$ cat config.mk
export PLATFORM = sky130hd
export DESIGN_NAME = part_dec_strobe_flat
export DESIGN_NICKNAME = d
export VERILOG_FILES = /design/src/rtl/part_dec_strobe_if.sv /design/src/rtl/part_dec_strobe.sv /design/src/flat_wrapper.sv
export SDC_FILE = /design/constraint.sdc
export NUM_CORES = 1
export LEC_CHECK = 0
export ABC_AREA = 1
export CORE_MARGIN = 2
export CORE_UTILIZATION = 39
export DETAILED_ROUTE_END_ITERATION = 7
export GPL_TIMING_DRIVEN = 0
export HOLD_SLACK_MARGIN = 0.08
export PLACE_DENSITY = 0.72
export SETUP_SLACK_MARGIN = 0.15
export SKIP_LAST_GASP = 1
export SYNTH_ARGS = -nofsm -noshare
export SYNTH_HDL_FRONTEND = slang
export SYNTH_SLANG_ARGS = --single-unit
$ cat constraint.sdc
create_clock -name clk -period 0.9 [get_ports clk]
set_input_delay 0.09 -clock clk [delete_from_list [all_inputs] [get_ports clk]]
set_output_delay 0.09 -clock clk [all_outputs]
set_load 0.02 [all_outputs]
$ cat src/rtl/part_dec_strobe_if.sv
// rtl/part_dec_strobe_if.sv - request/enable inputs and strobe/status outputs of part_dec_strobe
interface part_dec_strobe_if #(
    parameter int SEL_W = 3
);
    localparam int N = 1 << SEL_W;

    logic             req;
    logic [SEL_W-1:0] sel;
    logic             g1;
    logic             g2a_n;
    logic             g2b_n;
    logic             ovr_clr;
    logic [N-1:0]     y_n;
    logic             busy;
    logic             done;
    logic             ovr;

    modport master (
        output req, sel, g1, g2a_n, g2b_n, ovr_clr,
        input  y_n, busy, done, ovr
    );

    modport slave (
        input  req, sel, g1, g2a_n, g2b_n, ovr_clr,
        output y_n, busy, done, ovr
    );
endinterface

$ cat src/rtl/part_dec_strobe.sv
// rtl/part_dec_strobe.sv - clocked 74138-style one-hot strobe decoder with hold/gap timing
// Optional one-entry pending request register: define STROBE_QUEUE_EN.
module part_dec_strobe #(
    parameter int SEL_W = 3,
    parameter int HOLD  = 1,
    parameter int GAP   = 0
) (
    input  logic            clk,
    input  logic            reset_n,
    part_dec_strobe_if.slave bus
);
    localparam int N    = 1 << SEL_W;
    localparam int MAXC = (HOLD > GAP) ? HOLD : GAP;
    localparam int CW   = $clog2(MAXC + 1);
    localparam logic [CW-1:0] HOLD_C = CW'(HOLD);
    localparam logic [CW-1:0] GAP_C  = CW'(GAP);

    typedef enum logic [1:0] {IDLE, ACTIVE, RECOVER} state_t;

    state_t           state, state_nx;
    logic [CW-1:0]    cnt, cnt_nx;
    logic [N-1:0]     y_q, y_nx;
    logic             busy_q, busy_nx;
    logic             done_q, done_nx;
    logic             ovr_q, ovr_nx;
    logic             en, valid, launch, ovr_set;
    logic [SEL_W-1:0] launch_sel;
`ifdef STROBE_QUEUE_EN
    logic             pend_v, pend_v_nx;
    logic [SEL_W-1:0] pend_sel, pend_sel_nx;
`endif

    assign en    = bus.g1 & ~bus.g2a_n & ~bus.g2b_n;
    assign valid = bus.req & en;

    always_ff @(posedge clk or negedge reset_n) begin
        if (!reset_n) begin
            state    <= IDLE;
            cnt      <= '0;
            y_q      <= '1;
            busy_q   <= 1'b0;
            done_q   <= 1'b0;
            ovr_q    <= 1'b0;
`ifdef STROBE_QUEUE_EN
            pend_v   <= 1'b0;
            pend_sel <= '0;
`endif
        end else begin
            state    <= state_nx;
            cnt      <= cnt_nx;
            y_q      <= y_nx;
            busy_q   <= busy_nx;
            done_q   <= done_nx;
            ovr_q    <= ovr_nx;
`ifdef STROBE_QUEUE_EN
            pend_v   <= pend_v_nx;
            pend_sel <= pend_sel_nx;
`endif
        end
    end

    always_comb begin
        state_nx   = state;
        cnt_nx     = cnt;
        y_nx       = y_q;
        busy_nx    = busy_q;
        done_nx    = 1'b0;
        ovr_set    = 1'b0;
        launch     = 1'b0;
        launch_sel = bus.sel;
`ifdef STROBE_QUEUE_EN
        pend_v_nx   = pend_v;
        pend_sel_nx = pend_sel;
`endif

        case (state)
            IDLE: begin
`ifdef STROBE_QUEUE_EN
                // A waiting strobe goes first; a concurrent request takes its slot.
                if (pend_v) begin
                    launch      = 1'b1;
                    launch_sel  = pend_sel;
                    pend_v_nx   = valid;
                    pend_sel_nx = bus.sel;
                end else
`endif
                if (valid) begin
                    launch = 1'b1;
                end
            end
            ACTIVE: begin
                if (!en || cnt == HOLD_C) begin
                    y_nx = '1;
                    if (GAP == 0) begin
                        state_nx = IDLE;
                        busy_nx  = 1'b0;
                    end else begin
                        state_nx = RECOVER;
                        cnt_nx   = CW'(1);
                    end
`ifdef STROBE_QUEUE_EN
                    if (!en) pend_v_nx = 1'b0;
`endif
                end else begin
                    cnt_nx  = cnt + CW'(1);
                    done_nx = (cnt + CW'(1) == HOLD_C);
                end
            end
            RECOVER: begin
                if (cnt == GAP_C) begin
                    state_nx = IDLE;
                    busy_nx  = 1'b0;
                end else begin
                    cnt_nx = cnt + CW'(1);
                end
            end
            default: begin
                state_nx = IDLE;
                y_nx     = '1;
                busy_nx  = 1'b0;
            end
        endcase

        if (state != IDLE && valid) begin
`ifdef STROBE_QUEUE_EN
            if (!pend_v) begin
                pend_v_nx   = 1'b1;
                pend_sel_nx = bus.sel;
            end else begin
                ovr_set = 1'b1;
            end
`else
            ovr_set = 1'b1;
`endif
        end

        if (launch) begin
            state_nx = ACTIVE;
            cnt_nx   = CW'(1);
            y_nx     = ~(N'(1) << launch_sel);
            busy_nx  = 1'b1;
            done_nx  = (HOLD == 1);
        end

        ovr_nx = ovr_set ? 1'b1 : (bus.ovr_clr ? 1'b0 : ovr_q);
    end

    assign bus.y_n  = y_q;
    assign bus.busy = busy_q;
    assign bus.done = done_q;
    assign bus.ovr  = ovr_q;
endmodule

$ cat src/flat_wrapper.sv
// flat-port wrapper written by rule: the top's interface ports become plain ports
module part_dec_strobe_flat 
#(
    parameter int SEL_W = 3,
    parameter int HOLD  = 1,
    parameter int GAP   = 0
)
  (clk, reset_n, bus_req, bus_sel, bus_g1, bus_g2a_n, bus_g2b_n, bus_ovr_clr, bus_y_n, bus_busy, bus_done, bus_ovr);
  part_dec_strobe_if #(.SEL_W(SEL_W)) bus_i ();
  input  logic clk;
  input  logic reset_n;
  input wire logic [$bits(bus_i.req)-1:0] bus_req;
  input wire logic [$bits(bus_i.sel)-1:0] bus_sel;
  input wire logic [$bits(bus_i.g1)-1:0] bus_g1;
  input wire logic [$bits(bus_i.g2a_n)-1:0] bus_g2a_n;
  input wire logic [$bits(bus_i.g2b_n)-1:0] bus_g2b_n;
  input wire logic [$bits(bus_i.ovr_clr)-1:0] bus_ovr_clr;
  output wire logic [$bits(bus_i.y_n)-1:0] bus_y_n;
  output wire logic [$bits(bus_i.busy)-1:0] bus_busy;
  output wire logic [$bits(bus_i.done)-1:0] bus_done;
  output wire logic [$bits(bus_i.ovr)-1:0] bus_ovr;
  assign bus_i.req = bus_req;
  assign bus_i.sel = bus_sel;
  assign bus_i.g1 = bus_g1;
  assign bus_i.g2a_n = bus_g2a_n;
  assign bus_i.g2b_n = bus_g2b_n;
  assign bus_i.ovr_clr = bus_ovr_clr;
  assign bus_y_n = bus_i.y_n;
  assign bus_busy = bus_i.busy;
  assign bus_done = bus_i.done;
  assign bus_ovr = bus_i.ovr;
  part_dec_strobe #(.SEL_W(SEL_W), .HOLD(HOLD), .GAP(GAP)) u_core (.clk(clk), .reset_n(reset_n), .bus(bus_i));
endmodule
After elaboration in Yosys (flattened, before gate mapping)
Index checks and enable logic that the tools add are counted.
W data, S select, Z words.
{ "word_totals": {"regBits": 14, "inputBits": 10, "out_inout_bits": 11} }
{ "classes": {"eq_ne": 7, "bitwise": 6, "n_mux": 23, "n_shift": 1, "n_reduce_logical": 11, "addsub": 1} }
{ "ops": {"columns": ["operator", "count"], "rows": [
  ["$mux W8", 2],
  ["$pmux W8 S2", 1],
  ["$mux W1", 14],
  ["$not A8 Y8", 1],
  ["$shl A1 B3 Y8 const A", 1],
  ["$mux W2", 3],
  ["$pmux W2 S3", 1],
  ["$ne A2 B1 Y1 const B", 2],
  ["$reduce_and A2 Y1", 2],
  ["$reduce_bool A2 Y1", 2],
  ["$and A1 B1 Y1", 3],
  ["$ne A3 B1 Y1 const B", 1],
  ["$ne A3 B2 Y1 const B", 1],
  ["$ne A3 B3 Y1 const B", 1],
  ["$pmux W1 S3", 1],
  ["$reduce_and A3 Y1", 1],
  ["$reduce_bool A3 Y1", 1],
  ["$eq A2 B1 Y1 const B", 1],
  ["$eq A2 B2 Y1 const B", 1],
  ["$logic_not A2 Y1", 1],
  ["$not A1 Y1", 2],
  ["$pmux W1 S2", 1],
  ["$reduce_or A2 Y1", 1],
  ["$add A1 B1 Y1 const B", 1],
  ["3 further kinds", 3]
]} }

Logic depth before layout (Yosys ltp)
{ "logic_depth": {"depth_word": 8, "mapped_depth": 7, "depth_no_buf": 7} }

Worst setup path before layout
Ideal clock, no wire load.
{ "synth_path": {"path_kind": "register to register", "startpoint": "register u_core.bus.busy (netlist name)", "endpoint": "register u_core.y_q[0], in the netlist u_core.bus.y_n[0]", "t_arrival_ns": 0.991, "setup_time_ns": 0.076, "synth_period_minus_slack_ns": 1.067, "path_buffers": 1, "slack_ns": -0.167, "path_stages_with_launch": 6, "required_ns": 0.824, "path_cell_list": "dfrtp_1 > inv_2 > nand4_4 > buf_6 > nand3_1 > nand2_1"} }
{ "synth_rtl": {"columns": ["element", "line_no", "rtl"], "rows": [
  ["end signal, assigned", "part_dec_strobe.sv:51", "y_q <= y_nx;"],
  ["end, declared", "part_dec_strobe.sv:22", "logic [N-1:0] y_q, y_nx;"]
]} }

Worst setup path after layout
{ "layout_path": {"startpoint": "register u_core.busy_q, in the netlist u_core.bus.busy", "endpoint": "output port bus_busy"} }
{ "layout_rtl": {"columns": ["element", "line_no", "rtl"], "rows": [
  ["start, declared", "part_dec_strobe.sv:23", "logic busy_q, busy_nx;"],
  ["start signal, assigned", "part_dec_strobe.sv:52", "busy_q <= busy_nx;"],
  ["end, declared", "flat_wrapper.sv:19", "output wire logic [$bits(bus_i.busy)-1:0] bus_busy;"]
]} }
No word-level cell between the ends.

==> impl_metrics.toml <==
[layout]
final_cells = 133
final_nets = 128
nFillCells = 123
drive_gt1_frac = 0.513
multiInputGateArea_sq_um = 369
n_antenna_cell = 0
postLayoutCoreUtil = 0.736
area_delta_synth_final_pct = 72.8
seq_area_sq_um = 312

[logic_synthesis]
synth_common_cells = "nand2_1 (21), nand3_1 (17), dfstp_2 (8), nor2_1 (8), inv_1 (7)"
syn_avg_cell_area_sq_um = 8.21
syn_area_sq_um = 657
synth_cells = 80
synth_most_common_cell = "nand2_1"
syn_nets = 90
yosysUniqueCellTypes = 15
yosysWarnings = 0
synth_area_leader_cell = "dfstp_2"
synth_flop_cell = "dfstp_2"
synth_edf_count = 0
ys_async_sr_fraction = 1.00
synth_top_area_frac = 0.320
synth_area_leaders = "dfstp_2 (32%), dfrtp_1 (15%), nand3_1 (13%)"
synth-seq-area-share = 0.472
ys_ff_latch = 12

[clocking]
clk_path_buf_depth = 2
clk_latency_ns = 0.28
cts_tree = "done"
cts-root-buf = "clkbuf_4"
cts.reportedPaths.clkPinSlew_ns = 0.09
cts_buffers = 3
cts_max_level = 1
cts_sinks = 12

[floorplan]
die_w_microns = 45.0
dieArea_sq_mm = 0.00203
std_cell_rows = 14
die_h_microns = 45.0
coreArea_sq_mm = 0.00154
start_util = 0.426
num_io_pins = 21

[timing]
fin_crit_ns = 1.06
tightest_slew_ns = 0.546
fmax_mhz = 942
setup_ws_ns = -0.161
rsz0062_at_grt = "yes"
fin_crit_sh = 1.18
slew_viol_final = 0
slew_headroom = 0.635
hold_ws_ns = 0.155
hold_viol_final = 0
setup_viol = 21
fin_skew_ns = 0.00919

[critical_path]
critPathMaxFanout = 3
r2r-start = "u_core.bus.busy"
worstRegToRegCells = 5
cp_common_cell = "buf_6"
critical_path_arrival_ns = 0.97
required_ns = 0.81
critPathKind = "flip-flop to primary output"
crit_family = "flip-flops"
crit_path_cell_trace = "buf_6 -> buf_6"
regToRegSetupSlack_ns = -0.13
cp_num_buf_inv = 2
slowest_delay_ns = 0.43
endpoint_kind = "primary output"
slowest_stage = "dfrtp_2"
start_kind = "flip-flop"
rr_endpoint = "u_core.bus.y_n[4]"

[placed_design]
hpwl_mm = 1.00
place_inst = 116
io_buffers = 20
pre_cts_ws_ns = -0.450
gp_congestion = 0.856

[global_route]
antenna_found_initial = 0
grt_pass1_wl_mm = 2.70
grt_pass1_vias = 610
grt_max_degree = 13
grt_overflow = 0
grt_use_total = 0.188

[power_and_ir_drop]
power.density_mw_per_mm2 = 1510
leakagePower_nw = 0.536
power.share.clock = 0.215
totalPowerFinal_mw = 1.71
p_seq_frac = 0.423
p_switching_mw = 0.534
power_frac_comb = 0.361
p_sw_frac = 0.312
peakVddDrop_uv = 835
p_int_mw = 1.18

[detailed_routing]
wl_per_cell_microns = 11.5
drt_first_pass_iters = 4
postRouteAntennaNets = 0
avgViaCountPerCell = 5.02
vias = 667
drtIter0Drc = 19
wl_mm = 1.53
drt_drc_violations_left = 0

[outcome]
violations = "setup timing"
status = "finished with violations"

[run]
drv_cap = 0

[hold_path]
hold_class = "input port to async pin"
[power by group through the flow]
stage | combinational (mW) | sequential [mW] | clock [mW]
5_1_grt | 0.665 | 0.733 | 0.398
6_report | 0.619 | 0.725 | 0.369
2_1_floorplan | 0.146 | 0.831 | 0
3_3_place_gp | 0.471 | 0.725 | 0
4_1_cts | 0.614 | 0.720 | 0.364
3_5_place_dp | 0.480 | 0.728 | 0
[registers in the layout, summed over array words and instances, names as in the netlist]
signal,cells
u_core.bus.busy,1
u_core.bus.done,1
u_core.bus.ovr,1
u_core.bus.y_n,8
u_core.cnt,1
[routing by layer]
| layer | routed length, microns | global-route usage | share of wire |
|---|---|---|---|
| met5 | 0 | 0 | 0 |
| met2 | 750 | 0.314 | 0.49 |
| met3 | 68 | 0.0240 | 0.044 |
| met4 | 46 | 0.106 | 0.030 |
| met1 | 668 | 0.231 | 0.44 |
[placed cells by master, fill, tap and decap left out, drive strengths merged]
cell | Yosys | final
inv | 10 | 10
dlygate4sd2 | 0 | 2
dfstp | 8 | 8
clkbuf | 0 | 5
nand2 | 23 | 23
dfrtp | 4 | 4
clkdlybuf4s50 | 0 | 7
o21ai | 3 | 3
buf | 2 | 24
o211ai | 1 | 1
nor2 | 10 | 11
nand4 | 1 | 1
nand3 | 18 | 18
[what timing repair did]
| action | CTS | global route |
|---|---|---|
| buffers inserted | 10 | 1 |
| hold buffers | 0 | 0 |
| resized for setup | 80 | 4 |
| cloned | 2 | 0 |
| pin swaps | 6 | 1 |
| setup endpoints to repair | 23 | 23 |
[how the worst max path moves through the flow]
stage / cells after the start / slack (ns) / startpoint / endpoint
finish: 2 / -0.16 / u_core.bus.busy / bus_busy
floorplan: 5 / -0.11 / u_core.bus.busy / u_core.bus.y_n[0]
CTS: 2 / -0.15 / u_core.bus.busy / bus_busy
detailed placement: 8 / -0.45 / bus_g1 / u_core.bus.y_n[1]
global placement: 8 / -0.42 / bus_g1 / u_core.bus.y_n[2]
global route: 2 / -0.19 / u_core.bus.busy / bus_busy
[cells by family after synthesis]
| logic type | share of synthesized area |
|---|---|
| DFF | 0.472 |
| and+or+nand+nor | 0.411 |
| buffers and inverters | 0.0819 |
| AOI/OAI and AO/OA | 0.0343 |
[area by class of cell]
cell class | count | area share
Multi-Input combinational cell | 57 | 0.325
Timing Repair Buffer | 32 | 0.307
Sequential cell | 12 | 0.275
Inverter | 10 | 0.0331
Clock buffer | 4 | 0.0232
Buffer | 2 | 0.0198
Tap cell | 16 | 0.0176
[through the flow]
step	cell area (sq um)	TNS [ns]
2_1_floorplan	693	-1.13
3_3_place_gp	913	-7.30
3_5_place_dp	913	-7.61
4_1_cts	1120	-2.47
5_1_grt	1130	-3.15
6_report	1130	-2.40
No activity file was read; power rests on OpenSTA's default activity.
==> edit 1, RTL diff (config.mk and constraints unchanged) <==
`SEL_W` is set to 3 in 3 places; all go to 4.
--- a/src/rtl/part_dec_strobe_if.sv
+++ b/src/rtl/part_dec_strobe_if.sv
@@ -2,3 +2,3 @@
 interface part_dec_strobe_if #(
-    parameter int SEL_W = 3
+    parameter int SEL_W = 4
 );
--- a/src/rtl/part_dec_strobe.sv
+++ b/src/rtl/part_dec_strobe.sv
@@ -3,3 +3,3 @@
 module part_dec_strobe #(
-    parameter int SEL_W = 3,
+    parameter int SEL_W = 4,
     parameter int HOLD  = 1,
--- a/src/flat_wrapper.sv
+++ b/src/flat_wrapper.sv
@@ -3,3 +3,3 @@
 #(
-    parameter int SEL_W = 3,
+    parameter int SEL_W = 4,
     parameter int HOLD  = 1,
Ports: changed (resized bus_sel and bus_y_n); port bits go from 21 to 30. The function was not compared with the original's and may differ.
==> edit 1 against the original RTL <==
- the flow finishes with violations (hold timing, setup timing)
- synthesized area grew 70%
- global-route usage rose by 0.10 points
- die area grew 63%
- power rose by 65%
- first-iteration DRC count is 74% higher
- setup slack worse by 0.10 ns
- final area up 65%
- wire length increased by 100%
- sequential cell count is 8 higher
- non-clock buffer count up 32
- cell count up 75%
- critical path type is now flip-flop to flip-flop
- largest cell class unchanged
- largest power group unchanged
- highest routed layer unchanged
==> edit 1: results <==
{
  "drive_gt1_frac": 0.510,
  "skew_ns": 0.0145,
  "setup_viol": 38,
  "nNonClkBuffers": 66,
  "synth.distinct_cells": 16,
  "ctsResizeCount": 128,
  "finalNetCount": 214,
  "port_buffers": 28,
  "wl_met3_um": 138,
  "register_area_um2": 522,
  "bufAreaShareNonClock": 0.354,
  "final_area_um2": 1870,
  "dr_wl_met2_um": 1620,
  "nFillCells": 206,
  "hold_ws_ns": -0.0166,
  "synth_area_leaders": "dfstp_2 38%, nand3_1 17%, nand2_1 12%",
  "final_hold_viol_count": 4,
  "synthTopCellsByCount": "39 x nand3_1, 35 x nand2_1, 17 x nor2_1",
  "clock_latency_ns": 0.31,
  "syn-instance-count": 140,
  "first_global_vias": 1101,
  "ff2ff_path_depth": 6,
  "vdd_drop_max_mv": 1.39,
  "crit_arrival_ns": 1.41,
  "status": "finished with violations",
  "syn-num-nets": 151,
  "place_area_um2": 1500,
  "r2r_end": "u_core.bus.y_n[15]",
  "post_cts_buffers": 17,
  "seq_area_frac_synth": 0.465,
  "cp_max_fo": 6,
  "pre_cts_ws_ns": -0.591,
  "worst_slew_pin_slew_ns": 0.857,
  "end_kind": "flip-flop",
  "gp_congestion": 0.917,
  "dp_hpwl_um": 1860,
  "leakage_uw": 0.000906,
  "grtUsageMet3": 0.0204,
  "path_clk_slew_ns": 0.12,
  "failed_checks": "hold timing, setup timing",
  "wl_met1_um": 1270,
  "clock_cell_area_share": 0.0140,
  "first_iter_violations": 33,
  "via_count": 1203,
  "worstHoldPathType": "input port to async pin",
  "n_sequential_cell": 20,
  "inverters": 11,
  "fin_setup_tns_ns": -6.85,
  "layout_setup_ws_ns": -0.265,
  "num-multi-input-gates": 101
}
-- edit 1: cell types whose count changed in the layout (fill, tap and decap cells not counted), moves of 2 or more --
| cell | delta |
|---|---|
| nand3_1 | +22 |
| clkdlybuf4s50_1 | -3 |
| buf_2 | +3 |
| inv_2 | -3 |
| inv_1 | +3 |
| nand2_1 | +7 |
| dlygate4sd2_1 | +3 |
| dfstp_2 | +8 |
| nor2_1 | +9 |
| buf_8 | +2 |
| buf_6 | +13 |
| buf_4 | +14 |
| nand2_2 | +5 |
-- edit 1: where the power goes --
group | switching [uW] | leakage [uW] | internal [uW] | total [uW]
clock | 277 | 0.0000150 | 173 | 450
sequential | 106 | 0.000217 | 1160 | 1260
combinational | 513 | 0.000674 | 594 | 1110
-- edit 1: kinds of logic (layout without fill, tap and decap cells) --
kind of cell / Yosys count / count (layout) / synth area share
simple gates: 97 / 97 / 0.417
compound gates: 4 / 4 / 0.0201
flops: 20 / 20 / 0.465
buf+inv: 19 / 81 / 0.0973
==> edit 2, RTL diff (config.mk and constraints unchanged) <==
Made on the original files. The 3 states of `state_t` get a one-hot encoding in 3 bits.
--- a/src/rtl/part_dec_strobe.sv
+++ b/src/rtl/part_dec_strobe.sv
@@ -17,3 +17,3 @@
 
-    typedef enum logic [1:0] {IDLE, ACTIVE, RECOVER} state_t;
+    typedef enum logic [2:0] {IDLE = 3'b001, ACTIVE = 3'b010, RECOVER = 3'b100} state_t;
 
Formal check against the unedited RTL: no difference found for any inputs over 10 cycles, from zero or initial values and one cycle with reset_n low; not proved beyond that.
==> edit 2 against the original RTL <==
- the run still ends with setup timing left
- die area increased by 2.8%
- clock skew decreased by 0.0014 ns
- final area decreased by 15%
- worst hold slack improved by 0.014 ns
- wire length decreased by 8.3%
- sequential power increased by 7.6%
- power decreased by 3.8%
- core utilization decreased by 16 points
- clock power increased by 1%
- synthesized area increased by 3.0%
- sequential cell count increased by 1
- setup slack got worse by 0.12 ns
- critical path depth increased by 5
- critical path type is now flip-flop to flip-flop
- highest routed layer unchanged
==> edit 2: results <==
{
  "clock_latency_ns": 0.28,
  "layout_setup_ws_ns": -0.282,
  "internal_power_uw": 1140,
  "synthTopCellsByCount": "32 x nand2_1, 9 x dfstp_2, 9 x nand3_1, 9 x nor2_1, 6 x inv_1",
  "first_global_vias": 547,
  "fin_setup_tns_ns": -3.97,
  "cts_buffers": 3,
  "synth.distinct_cells": 16,
  "leakage_uw": 0.000457,
  "path_clk_slew_ns": 0.09,
  "ys_warn_count": 0,
  "seq_area_frac_synth": 0.497,
  "skew_ns": 0.00778,
  "synth_area_leaders": "dfstp_2 35%, nand2_1 18%, dfrtp_1 15%",
  "antenna_found_initial": 0,
  "via_count": 590,
  "grt_use_total": 0.157,
  "htreeDepth": 1,
  "num_antenna_cells": 0,
  "port_buffers": 20,
  "grt_pass1_wl_um": 2210,
  "dp_hpwl_um": 992,
  "ff2ff_path_depth": 7,
  "drt-total-wl_um": 1410,
  "cp_max_fo": 8,
  "failed_checks": "setup timing",
  "vdd_drop_max_mv": 0.740,
  "drive_gt1_frac": 0.349,
  "crit_arrival_ns": 1.41,
  "gp_congestion": 0.743,
  "synthArstFlopShare": 1.00,
  "grt_max_degree": 14,
  "clockBufferDepth": 2,
  "first_iter_violations": 5,
  "largest_register_ff_count": 8,
  "fin_cells": 126,
  "dp.cells": 119,
  "worstHoldPathType": "input port to async pin",
  "drtPass1Iterations": 4,
  "setup_viol": 23,
  "status": "finished with violations",
  "postSynthAreaPerCell_um2": 8.25,
  "worst_slew_pin_slew_ns": 0.578,
  "syn-num-nets": 92,
  "cts_root_buffer": "clkbuf_4"
}
## edit 2: cell type report
class,count,area (um2)
Tap cell,17,21.3
Multi-Input combinational cell,60,299
Fill cell,167,708
Inverter,8,30.0
Timing Repair Buffer,23,236
Sequential cell,13,338
Clock buffer,4,26.3
Buffer,1,11.3
## edit 2: kinds of logic (layout without fill, tap and decap cells)
kind of cell | count (synthesis) | count (layout) | share of synthesized area
simple gates | 59 | 59 | 0.433
buf+inv | 9 | 36 | 0.0610
compound gates | 1 | 1 | 0.00925
flops | 13 | 13 | 0.497
## edit 2: final timing paths
kind / startpoint / end / slack [ns]
min in group clk: bus_ovr_clr / u_core.bus.ovr / 0.38
worst min-delay path: reset_n / u_core.bus.busy / 0.17
max in group asynchronous: reset_n / u_core.bus.busy / 0.32
worst max register to register: u_core.state[0] / u_core.bus.y_n[0] / -0.28
worst min register to register: u_core.cnt / u_core.cnt / 0.49
worst max-delay path: u_core.state[0] / u_core.bus.y_n[0] / -0.28
## edit 2: power groups by stage
| stage | clock, uW | sequential [uW] | combinational (uW) |
|---|---|---|---|
| detailed placement | 0 | 772 | 478 |
| CTS | 387 | 777 | 496 |
| global placement | 0 | 771 | 470 |
| floorplan | 0 | 877 | 138 |
| global route | 419 | 789 | 539 |
| finish | 374 | 780 | 495 |
## edit 2: metal layers
layer,share of wire,GRT usage,routed length (um)
met4,0.024,0.106,34
met2,0.50,0.265,706
met1,0.42,0.172,585
met5,0,0,0
met3,0.057,0.0357,80
## edit 2: repair_timing
action                     CTS  global route
pin swaps                    2             5
buffers inserted             1             1
gates cloned                 1             0
hold buffers                 0             0
setup endpoints to repair   24            24
resized for setup           63             4
## edit 2: worst max-delay path, cell delays in order (launching register included)
cell and delay [ns]:
dfstp_2 0.53, inv_2 0.04, nor2_4 0.11, nand3_2 0.10
buf_6 0.16, nand2_8 0.08, nand2_1 0.05, nand2_1 0.05
## edit 2: through the flow
step	hold WS (ns)	cell area, um2	setup slack [ns]
after floorplan	-0.206	678	-0.211
after global placement	0.472	900	-0.374
after detailed placement	0.473	900	-0.392
after CTS	0.189	952	-0.292
after global routing	0.205	962	-0.377
final	0.169	962	-0.282
